$ cat src/rtl/inst_fetch.sv
`default_nettype none
// ============================================================================
// Module   : inst_fetch
// Purpose  : Instruction-fetch stage. Owns the PC, drives the instruction
//            memory read port and loads the IF/ID pipeline register.
// Revision : 1.0 - initial release
// ============================================================================
module inst_fetch #(
    parameter logic [31:0] RESET_PC = 32'h0000_0000
) (
    input  logic        clk,
    input  logic        rst_n,
    input  logic        stall_i,
    input  logic        branch_flag_i,
    input  logic [31:0] branch_target_i,
    input  logic [31:0] rom_data_i,
    output logic [31:0] rom_addr_o,
    output logic        rom_ce_o,
    output logic [31:0] id_pc_o,
    output logic [31:0] id_inst_o,
    output logic        id_valid_o,
    output logic [31:0] fetch_cnt_o
);

    localparam logic [31:0] c_zero_word    = 32'h0000_0000;
    localparam logic        c_chip_enable  = 1'b1;
    localparam logic        c_chip_disable = 1'b0;

    typedef enum logic [0:0] {
        ST_OFF = 1'b0,
        ST_RUN = 1'b1
    } state_t;

    state_t      r_state;
    logic        r_ce;
    logic [31:0] r_pc;
    logic [31:0] r_id_pc;
    logic [31:0] r_id_inst;
    logic        r_id_valid;
    logic [31:0] r_fetch_cnt;

    // Branch targets are forced word-aligned, so the low bits are dropped.
    logic [1:0]  w_unused_tgt_lsb;
    assign w_unused_tgt_lsb = branch_target_i[1:0];

    always_ff @(posedge clk or negedge rst_n) begin
        if (!rst_n) begin
            r_state     <= ST_OFF;
            r_ce        <= c_chip_disable;
            r_pc        <= RESET_PC;
            r_id_pc     <= 32'h0;
            r_id_inst   <= c_zero_word;
            r_id_valid  <= 1'b0;
            r_fetch_cnt <= 32'h0;
        end else begin
            case (r_state)
                ST_OFF: begin
                    r_state    <= ST_RUN;
                    r_ce       <= c_chip_enable;
                    r_pc       <= RESET_PC;
                    r_id_pc    <= 32'h0;
                    r_id_inst  <= c_zero_word;
                    r_id_valid <= 1'b0;
                end
                ST_RUN: begin
                    // Branch wins over stall: the instruction in IF is squashed.
                    if (branch_flag_i) begin
                        r_pc       <= {branch_target_i[31:2], 2'b00};
                        r_id_pc    <= 32'h0;
                        r_id_inst  <= c_zero_word;
                        r_id_valid <= 1'b0;
                    end else if (!stall_i) begin
                        r_pc        <= r_pc + 32'd4;
                        r_id_pc     <= r_pc;
                        r_id_inst   <= rom_data_i;
                        r_id_valid  <= 1'b1;
                        r_fetch_cnt <= r_fetch_cnt + 32'd1;
                    end
                end
                default: begin
                    r_state <= ST_OFF;
                    r_ce    <= c_chip_disable;
                end
            endcase
        end
    end

    assign rom_addr_o  = r_pc;
    assign rom_ce_o    = r_ce;
    assign id_pc_o     = r_id_pc;
    assign id_inst_o   = r_id_inst;
    assign id_valid_o  = r_id_valid;
    assign fetch_cnt_o = r_fetch_cnt;

endmodule
`default_nettype wire
$ cat config.mk
export PLATFORM = sky130hd
export DESIGN_NAME = inst_fetch
export DESIGN_NICKNAME = d
export VERILOG_FILES = /design/src/rtl/inst_fetch.sv
export SDC_FILE = /design/constraint.sdc
export NUM_CORES = 1
export LEC_CHECK = 0
export ABC_CLOCK_PERIOD_IN_PS = 2750
export BUFFER_PORTS_ARGS = -buffer_cell sky130_fd_sc_hd__buf_2
export CORE_UTILIZATION = 35
export CTS_BUF_LIST = sky130_fd_sc_hd__clkbuf_2 sky130_fd_sc_hd__clkbuf_4 sky130_fd_sc_hd__clkbuf_8
export CTS_CLUSTER_DIAMETER = 80
export CTS_CLUSTER_SIZE = 12
export DETAILED_ROUTE_END_ITERATION = 7
export PLACE_DENSITY = 0.67
export SLEW_MARGIN = 20
export SYNTH_ARGS = -nofsm -noshare
export SYNTH_HDL_FRONTEND = slang
export SYNTH_SLANG_ARGS = --single-unit
$ cat constraint.sdc
create_clock -name clk -period 2.75 [get_ports clk]
set_input_delay 0.55 -clock clk [delete_from_list [all_inputs] [get_ports clk]]
set_output_delay 0.55 -clock clk [all_outputs]
set_load 0.02 [all_outputs]
==> flow_summary.json, run 1 <==
{
  "slowest_stage": "or4_4",
  "gp_congestion": 0.810,
  "worstSetupPathDepth": 5,
  "cts_buffers": 17,
  "max_stage_delay_ns": 0.60,
  "crit_family": "simple AND/OR/NAND/NOR gates",
  "rsz0062_at_grt": "no",
  "crit_path_max_fanout": 7,
  "cts_tree": "yes",
  "final_area_mm2": 0.00770,
  "final.period_utilization": 0.815,
  "ys_seq_area_frac": 0.523,
  "die_area_mm2": 0.0180,
  "setup_tns_ns": 0,
  "grt_use_total": 0.186,
  "numPlacedInstances": 960,
  "hold_path_class": "in2async",
  "synth-seq-cells": 128,
  "ctsHoldBuffers": 0,
  "synth_edf_count": 0,
  "cp.required_ns": 3.11,
  "synthFlopType": "dfrtp_1",
  "grt_max_degree": 58,
  "rows": 47,
  "layout-drive-gt1-share": 0.318,
  "layout.nets": 829,
  "synthArstFlopShare": 1.00,
  "skew_ns": 0.0109,
  "r2r_cells": 5,
  "yosysTopAreaCell": "dfrtp_1",
  "grt_pass1_wl_um": 25900,
  "wl_per_cell_um": 16.4,
  "relSlewSlack": 0.580,
  "power_density_mw_per_mm2": 573,
  "antenna_cells": 0,
  "synth_area_leaders": "dfrtp_1 (52%), mux2i_1 (10%), nor2_1 (4.5%)",
  "vias": 5064,
  "cts_root_buffer": "clkbuf_8",
  "total_leakage_power_uw": 0.00400,
  "syn_inst": 575,
  "synth_top_area_share": 0.523,
  "drt-vias-per-instance": 5.12,
  "ant_nets": 0,
  "cts.sinks": 128,
  "hold_violations": 0,
  "postCtsSetupRepairBufs": 0,
  "cp_num_buf_inv": 0,
  "final_max_slew_viol_count": 0,
  "yosys_warnings": 0,
  "drt_pre_antenna_iters": 4,
  "clk-insertion-delay-late_ns": 0.45,
  "maxCapViolCount": 0,
  "io_pins": 198,
  "min_period_ns": 2.24,
  "regToRegSetupSlack_ns": 0.51,
  "gr-total-overflow": 0,
  "hpwl_um": 11300,
  "crit_type": "reg2reg",
  "die_h_um": 134,
  "critPathLaunch": "rom_addr_o[2]",
  "clockBufferDepth": 2,
  "finalSetupViolCount": 0,
  "avgSynthCellArea_um2": 10.6,
  "worstPathArrival_ns": 2.60,
  "regToRegStartpoint": "rom_addr_o[2]",
  "path_clk_slew_ns": 0.08,
  "start_util": 0.364,
  "coreArea_mm2": 0.0168,
  "max_freq_mhz": 446,
  "cts_resized": 0,
  "htreeDepth": 4,
  "area_growth_pct": 25.8,
  "synthesis.area_mm2": 0.00612,
  "drt_iter0_drc": 353,
  "synth.distinct_cells": 52,
  "fin_hold_ws_ns": 0.0691,
  "yosys-top-cells-count": "dfrtp_1 (128), nor2_1 (73), mux2i_1 (63)",
  "routed_wl_um": 16200,
  "antenna_found_initial": 1,
  "portBuffers": 193,
  "worst_setup_path_start_kind": "flop",
  "worst_slew_pin_slew_ns": 0.630,
  "dieWidth_um": 134,
  "status": "complete, no violations",
  "path_cells": "ha_1 > nand4b_1 > or4_4 > or3_1 > a211oi_1",
  "placed_cell_area_mm2": 0.00727,
  "synth_most_common_cell": "dfrtp_1",
  "drc_errors": 0,
  "instances_no_fill": 990,
  "critPathCapture": "rom_addr_o[28]",
  "fin_util": 0.458,
  "vdd_drop_max_v": 0.000263,
  "rr_endpoint": "rom_addr_o[28]",
  "endpoint_kind": "flop",
  "grt_pass1_vias": 4824
}
cell families after synthesis:
logic type / after synthesis / synth area share
AO/OA/AOI/OAI: 59 / 0.0654
AND/OR/NAND/NOR: 226 / 0.197
adder cells (fa/ha/maj): 2 / 0.00409
buffers and inverters: 51 / 0.0421
other: 2 / 0.00123
XOR/XNOR: 43 / 0.0615
flip-flops: 128 / 0.523
multiplexers: 64 / 0.105
area by class of cell:
class                      instances  area (um2)
sequential                       128        3200
timing repair buffer             205        1090
inverter                          10        37.5
clock buffer                      22         297
clock inverter                     8         130
multi-input combinational        397        2670
fill                            1629        9120
tap                              220         275
placed cells by master (no fill, tap or decap), types with 6 or more instances in the layout:
cell type    n
buf_2      191
dfrtp_1    128
nor2_1      73
mux2i_1     63
nand2_1     29
nand3_1     25
xnor2_1     22
o21ai_0     22
xor2_1      21
clkbuf_8    21
nor4_1      20
nand4_1     13
buf_4       11
inv_1       10
and4_1       9
nor3_1       9
or4_1        7
nand2b_1     7
o211a_1      7
and3_1       6
a21oi_1      6
worst reg2reg max path: stages, from the launching register on:
cell      delay (ns)
dfrtp_1         0.48
ha_1            0.31
nand4b_1        0.21
or4_4           0.61
or3_1           0.36
a211oi_1        0.19
per-layer routing:
layer / vias up / routed length (um) / track usage
li1: 2409 / - / -
met1: 2457 / 7370 / 0.249
met4: 0 / 335 / 0.0793
met5: - / 0 / 0
met2: 177 / 7340 / 0.281
met3: 21 / 1130 / 0.0537
state kept, by name, summed over array words and instances (netlist names):
register / count
fetch_cnt_o: 32
id_inst_o: 32
id_pc_o: 31
id_valid_o: 1
r_state: 1
rom_addr_o: 30
rom_ce_o: 1
per-stage QoR:
step	total power (uW)	worst slack, ns
detailed placement	2710	0.450
global route	4620	0.321
CTS	4480	0.519
global placement	2700	0.464
floorplan	2440	0.663
finish	4410	0.508
how the worst min path moves through the flow:
stage	cells past startpoint	to	from
global placement	1	rom_ce_o	rom_ce_o
global route	1	fetch_cnt_o[9]	rst_n
CTS	1	id_inst_o[14]	rst_n
finish	1	id_inst_o[11]	rst_n
floorplan	0	fetch_cnt_o[0]	rst_n
detailed placement	1	rom_ce_o	rom_ce_o
where the power goes:
group          internal [uW]  leakage, uW  switching, uW  total, uW
Combinational            219      0.00208            343        562
Clock                    996     0.000207            757       1750
Sequential              1970      0.00171            131       2100
Note: power is estimated with default switching activity, not from simulation.
==> run 2, diff against run 1 <==
Settings changed: ABC_CLOCK_PERIOD_IN_PS 2750 to 1900, PLACE_DENSITY 0.67 to 0.69.
Clock period 2.75 ns to 1.9 ns, I/O delays scaled along.
==> run 2 against run 1 <==
Effect of this change: count of clock-buffer cells in the layout is 4 lower; utilization is 2.3 points higher; critical path type unchanged; clock power is 39% higher; non-clock buffer count is 47 higher.
==> flow_summary.json, run 2 (same netlist as run 1, synthesis figures left out) <==
{
  "status": "complete, no violations",
  "worst_slew_pin_slew_ns": 0.655,
  "critPathLaunch": "fetch_cnt_o[19]",
  "cts_buffers": 17,
  "crit_path_max_fanout": 9,
  "r2r_cells": 4,
  "gp_congestion": 0.852,
  "finalSetupViolCount": 0,
  "holdPathStages": 2,
  "drc_errors": 0,
  "drt-vias-per-instance": 5.05,
  "portBuffers": 193,
  "cts_root_buffer": "clkbuf_8",
  "numPlacedInstances": 1006,
  "io_pins": 198,
  "worst_setup_path_start_kind": "flop",
  "total_leakage_power_uw": 0.00422,
  "path_cells": "nand3_1 > or4_1 > nor4_1 > xor2_1",
  "clk-insertion-delay-late_ns": 0.45,
  "area_growth_pct": 32.2,
  "crit_type": "reg2reg",
  "crit_family": "simple AND/OR/NAND/NOR gates",
  "maxCapViolCount": 0,
  "hold-path-endpoint": "rom_addr_o[4]",
  "worstSetupPathDepth": 4,
  "relSlewSlack": 0.563,
  "hold_violations": 0,
  "layout-drive-gt1-share": 0.369,
  "antenna_found_initial": 2,
  "ant_nets": 0,
  "path_clk_slew_ns": 0.08,
  "min_period_ns": 1.83,
  "skew_ns": 0.0124,
  "start_util": 0.364,
  "grt_pass1_vias": 5302,
  "regToRegSetupSlack_ns": 0.07,
  "htreeDepth": 4,
  "routed_wl_um": 17000,
  "rows": 47,
  "vdd_drop_max_v": 0.000500,
  "wl_per_cell_um": 16.4,
  "slowest_stage": "or4_1",
  "cp_num_buf_inv": 0,
  "endpoint_kind": "flop",
  "max_freq_mhz": 545,
  "die_area_mm2": 0.0180,
  "gr-total-overflow": 0,
  "cp.required_ns": 2.27,
  "hold_path_class": "in2reg",
  "grt_use_total": 0.198,
  "hold_start": "branch_target_i[4]",
  "cts_tree": "yes",
  "layout.cells.most_common": "buf_2",
  "power_density_mw_per_mm2": 791,
  "rr_endpoint": "fetch_cnt_o[31]",
  "worstPathArrival_ns": 2.21,
  "final_max_slew_viol_count": 0,
  "cts.sinks": 128,
  "die_h_um": 134,
  "postCtsSetupRepairBufs": 0,
  "grt_pass1_wl_um": 27800,
  "dieWidth_um": 134,
  "clockBufferDepth": 2,
  "instances_no_fill": 1040,
  "hpwl_um": 12200,
  "final_cell_mix": "buf_2 (191), dfrtp_1 (124), nor2_1 (73)",
  "total_power_uw": 6400,
  "layout.nets": 876,
  "vias": 5251,
  "grt_max_degree": 42,
  "max_stage_delay_ns": 0.65,
  "final.period_utilization": 0.965,
  "drt_iter0_drc": 229,
  "rsz0062_at_grt": "yes",
  "regToRegStartpoint": "fetch_cnt_o[19]",
  "drt_pre_antenna_iters": 5,
  "coreArea_mm2": 0.0168
}
[run 2: cell count changes in the layout (fill, tap and decap cells not counted), sizes merged]
| cell | before | now |
|---|---|---|
| buf | 205 | 251 |
| clkbuf | 22 | 18 |
| clkinv | 2 | 5 |
| clkinvlp | 3 | 6 |
| diode | 0 | 1 |
| dlygate4sd3 | 0 | 1 |
[run 2: how the worst max path moves through the flow]
| stage | end |
|---|---|
| 6_report | fetch_cnt_o[31] |
| 5_1_grt | fetch_cnt_o[27] |
| 3_5_place_dp | rom_addr_o[24] |
| 4_1_cts | rom_addr_o[24] |
| 3_3_place_gp | rom_addr_o[28] |
| 2_1_floorplan | rom_addr_o[28] |
[run 2: area by class of cell]
cell class | count | area [um2]
inverters | 10 | 37.5
fillers | 1574 | 8730
flip-flops and latches | 128 | 3210
well taps | 220 | 275
multi-input cells | 397 | 2700
diodes | 1 | 2.50
clock inverters | 14 | 168
repair buffers | 252 | 1460
clock buffers | 18 | 241
[run 2: power by group]
part           total (uW)  internal (uW)  leakage [uW]  switching (uW)
logic                 972            392       0.00232             580
clock network        2440           1300      0.000190            1140
registers            2990           2850       0.00171             135
total                6400           4550       0.00422            1860
[run 2: timing repair]
action	CTS	global route
hold endpoints to repair	35	0
hold buffers	1	0
resized for setup	0	4
setup endpoints to repair	0	7
[run 2: per-stage QoR]
stage	utilization	hold WS, ns	setup TNS (ns)	setup WS [ns]	area [um2]
floorplan	-	0.0844	0	0.00798	6140
global placement	0.455	0.315	-0.0306	-0.0171	7650
detailed placement	0.455	0.310	-0.0736	-0.0355	7650
CTS	0.480	0.120	0	0.0503	8070
global route	0.481	0.138	-0.200	-0.0629	8090
finish	0.481	0.161	0	0.0659	8090
[run 2: per-layer routing]
metal / GRT usage / share of wire
met1: 0.267 / 0.46
met2: 0.307 / 0.46
met3: 0.0529 / 0.063
met4: 0.0668 / 0.013
met5: 0 / 0.00047
==> run 3, diff against run 2 <==
Settings changed: RECOVER_POWER from default to 50.
==> run 3 against run 2 <==
Effect of this change: register-to-register slack about the same; final cell count is the same; count of clock-buffer cells in the layout did not move; non-clock buffer count stayed put; critical path type unchanged.
==> flow_summary.json, run 3 (same netlist as run 1, synthesis figures left out) <==
{
  "status": "complete, no violations",
  "drt_iter0_drc": 240,
  "instances_no_fill": 1040,
  "num-fill-cells": 1593,
  "crit_type": "reg2reg",
  "gr-total-overflow": 0,
  "path_clk_slew_ns": 0.07,
  "portBuffers": 193,
  "max_stage_delay_ns": 0.55,
  "final.period_utilization": 0.968,
  "setup_tns_ns": 0,
  "vias": 5280,
  "wl_per_cell_um": 16.4,
  "cts.sinks": 128,
  "crit_family": "simple AND/OR/NAND/NOR gates",
  "fin_hold_ws_ns": 0.161,
  "layout-drive-gt1-share": 0.337,
  "max_freq_mhz": 544,
  "setup_ws_ns": 0.0603,
  "worst_slew_pin_slew_ns": 1.15,
  "grt_pass1_vias": 5302,
  "drc_errors": 0,
  "cp.required_ns": 2.26,
  "clockBufferDepth": 2,
  "layout.nets": 876,
  "grt_pass1_wl_um": 27800,
  "routed_wl_um": 17100,
  "gp_congestion": 0.852,
  "die_h_um": 134,
  "cts_root_buffer": "clkbuf_8",
  "maxCapViolCount": 0,
  "rsz0062_at_grt": "yes",
  "cp_num_buf_inv": 0,
  "power_density_mw_per_mm2": 796,
  "drt-vias-per-instance": 5.08,
  "worst_setup_path_start_kind": "flop",
  "finalSetupViolCount": 0,
  "total_leakage_power_uw": 0.00411,
  "r2r_cells": 5,
  "crit_path_max_fanout": 5,
  "regToRegStartpoint": "rom_addr_o[3]",
  "cts_tree": "yes",
  "dieWidth_um": 134,
  "min_period_ns": 1.84,
  "hpwl_um": 12200,
  "clk-insertion-delay-late_ns": 0.45,
  "path_cells": "ha_4 > nand4b_1 > or4_4 > or3_4 > a211oi_2",
  "worstSetupPathDepth": 5,
  "multi_input_area_mm2": 0.00270,
  "io_pins": 198,
  "drt_pre_antenna_iters": 4,
  "cts_buffers": 17,
  "endpoint_kind": "flop",
  "die_area_mm2": 0.0180,
  "slowest_stage": "or4_4",
  "worstPathArrival_ns": 2.20,
  "start_util": 0.364,
  "grt_use_total": 0.198,
  "hold_path_class": "in2reg",
  "seqCellArea_mm2": 0.00321,
  "regToRegSetupSlack_ns": 0.06,
  "ant_nets": 0,
  "critPathLaunch": "rom_addr_o[3]",
  "postCtsSetupRepairBufs": 0,
  "antenna_found_initial": 2,
  "numPlacedInstances": 1006,
  "area_growth_pct": 31.2,
  "vdd_drop_max_v": 0.000500,
  "grt_max_degree": 42,
  "layout.cells.most_common": "buf_2",
  "relSlewSlack": 0.233,
  "coreArea_mm2": 0.0168,
  "htreeDepth": 4,
  "critPathCapture": "rom_addr_o[28]",
  "hold_violations": 0,
  "final_max_slew_viol_count": 0,
  "pre_cts_slack_ns": -0.0355,
  "skew_ns": 0.0128,
  "rr_endpoint": "rom_addr_o[28]",
  "final_cell_mix": "buf_2 (169), dfrtp_1 (124), nor2_1 (73)",
  "rows": 47
}
-- run 3: stage by stage --
stage	area, um2	utilization	power (uW)
after global routing	8030	0.477	6690
after detailed placement	7650	0.455	4010
after CTS	8070	0.480	6490
final	8030	0.477	6390
after global placement	7650	0.455	3990
after floorplan	6140	-	3540
-- run 3: worst reg2reg max path, delay by kind of cell, from the launching register on --
kind,cells,cell delay [ns]
flip-flops,1,0.39
adder cells (fa/ha/maj),1,0.14
AO/OA/AOI/OAI,1,0.21
AND/OR/NAND/NOR,3,1.03
-- run 3: area by class of cell --
cell class | count | share of cell area
sequential | 128 | 0.400
multi-input combinational | 397 | 0.336
clock buffer | 18 | 0.0301
tap | 220 | 0.0343
timing repair buffer | 252 | 0.174
inverter | 10 | 0.00468
antenna | 1 | 0.000312
clock inverter | 14 | 0.0209
-- run 3: routing by layer --
metal / global-route usage / vias up / wire [um]
li1: - / 2505 / -
met1: 0.267 / 2555 / 7900
met2: 0.307 / 196 / 7850
met3: 0.0529 / 22 / 1060
met4: 0.0668 / 2 / 244
met5: 0 / - / 8
-- run 3: power by group --
group	switching (uW)	internal (uW)	leakage [uW]
Sequential	134	2850	0.00171
Combinational	580	383	0.00221
Clock	1140	1300	0.000190
Total	1850	4540	0.00411
-- run 3: what timing repair did --
action                                 in CTS  in global routing
endpoints found under the hold margin      35                  0
hold buffers                                1                  0
setup endpoints to repair                   0                  7
resized for setup                           0                  4
-- run 3: worst min-delay path by stage --
stage / start / to / slack [ns] / cells after the start
after floorplan: rst_n / fetch_cnt_o[0] / 0.08 / 0
after detailed placement: rst_n / id_inst_o[8] / 0.31 / 1
after global placement: rst_n / id_inst_o[8] / 0.31 / 1
after CTS: branch_target_i[4] / rom_addr_o[4] / 0.12 / 2
final: branch_target_i[4] / rom_addr_o[4] / 0.16 / 2
after global routing: branch_target_i[4] / rom_addr_o[4] / 0.14 / 2
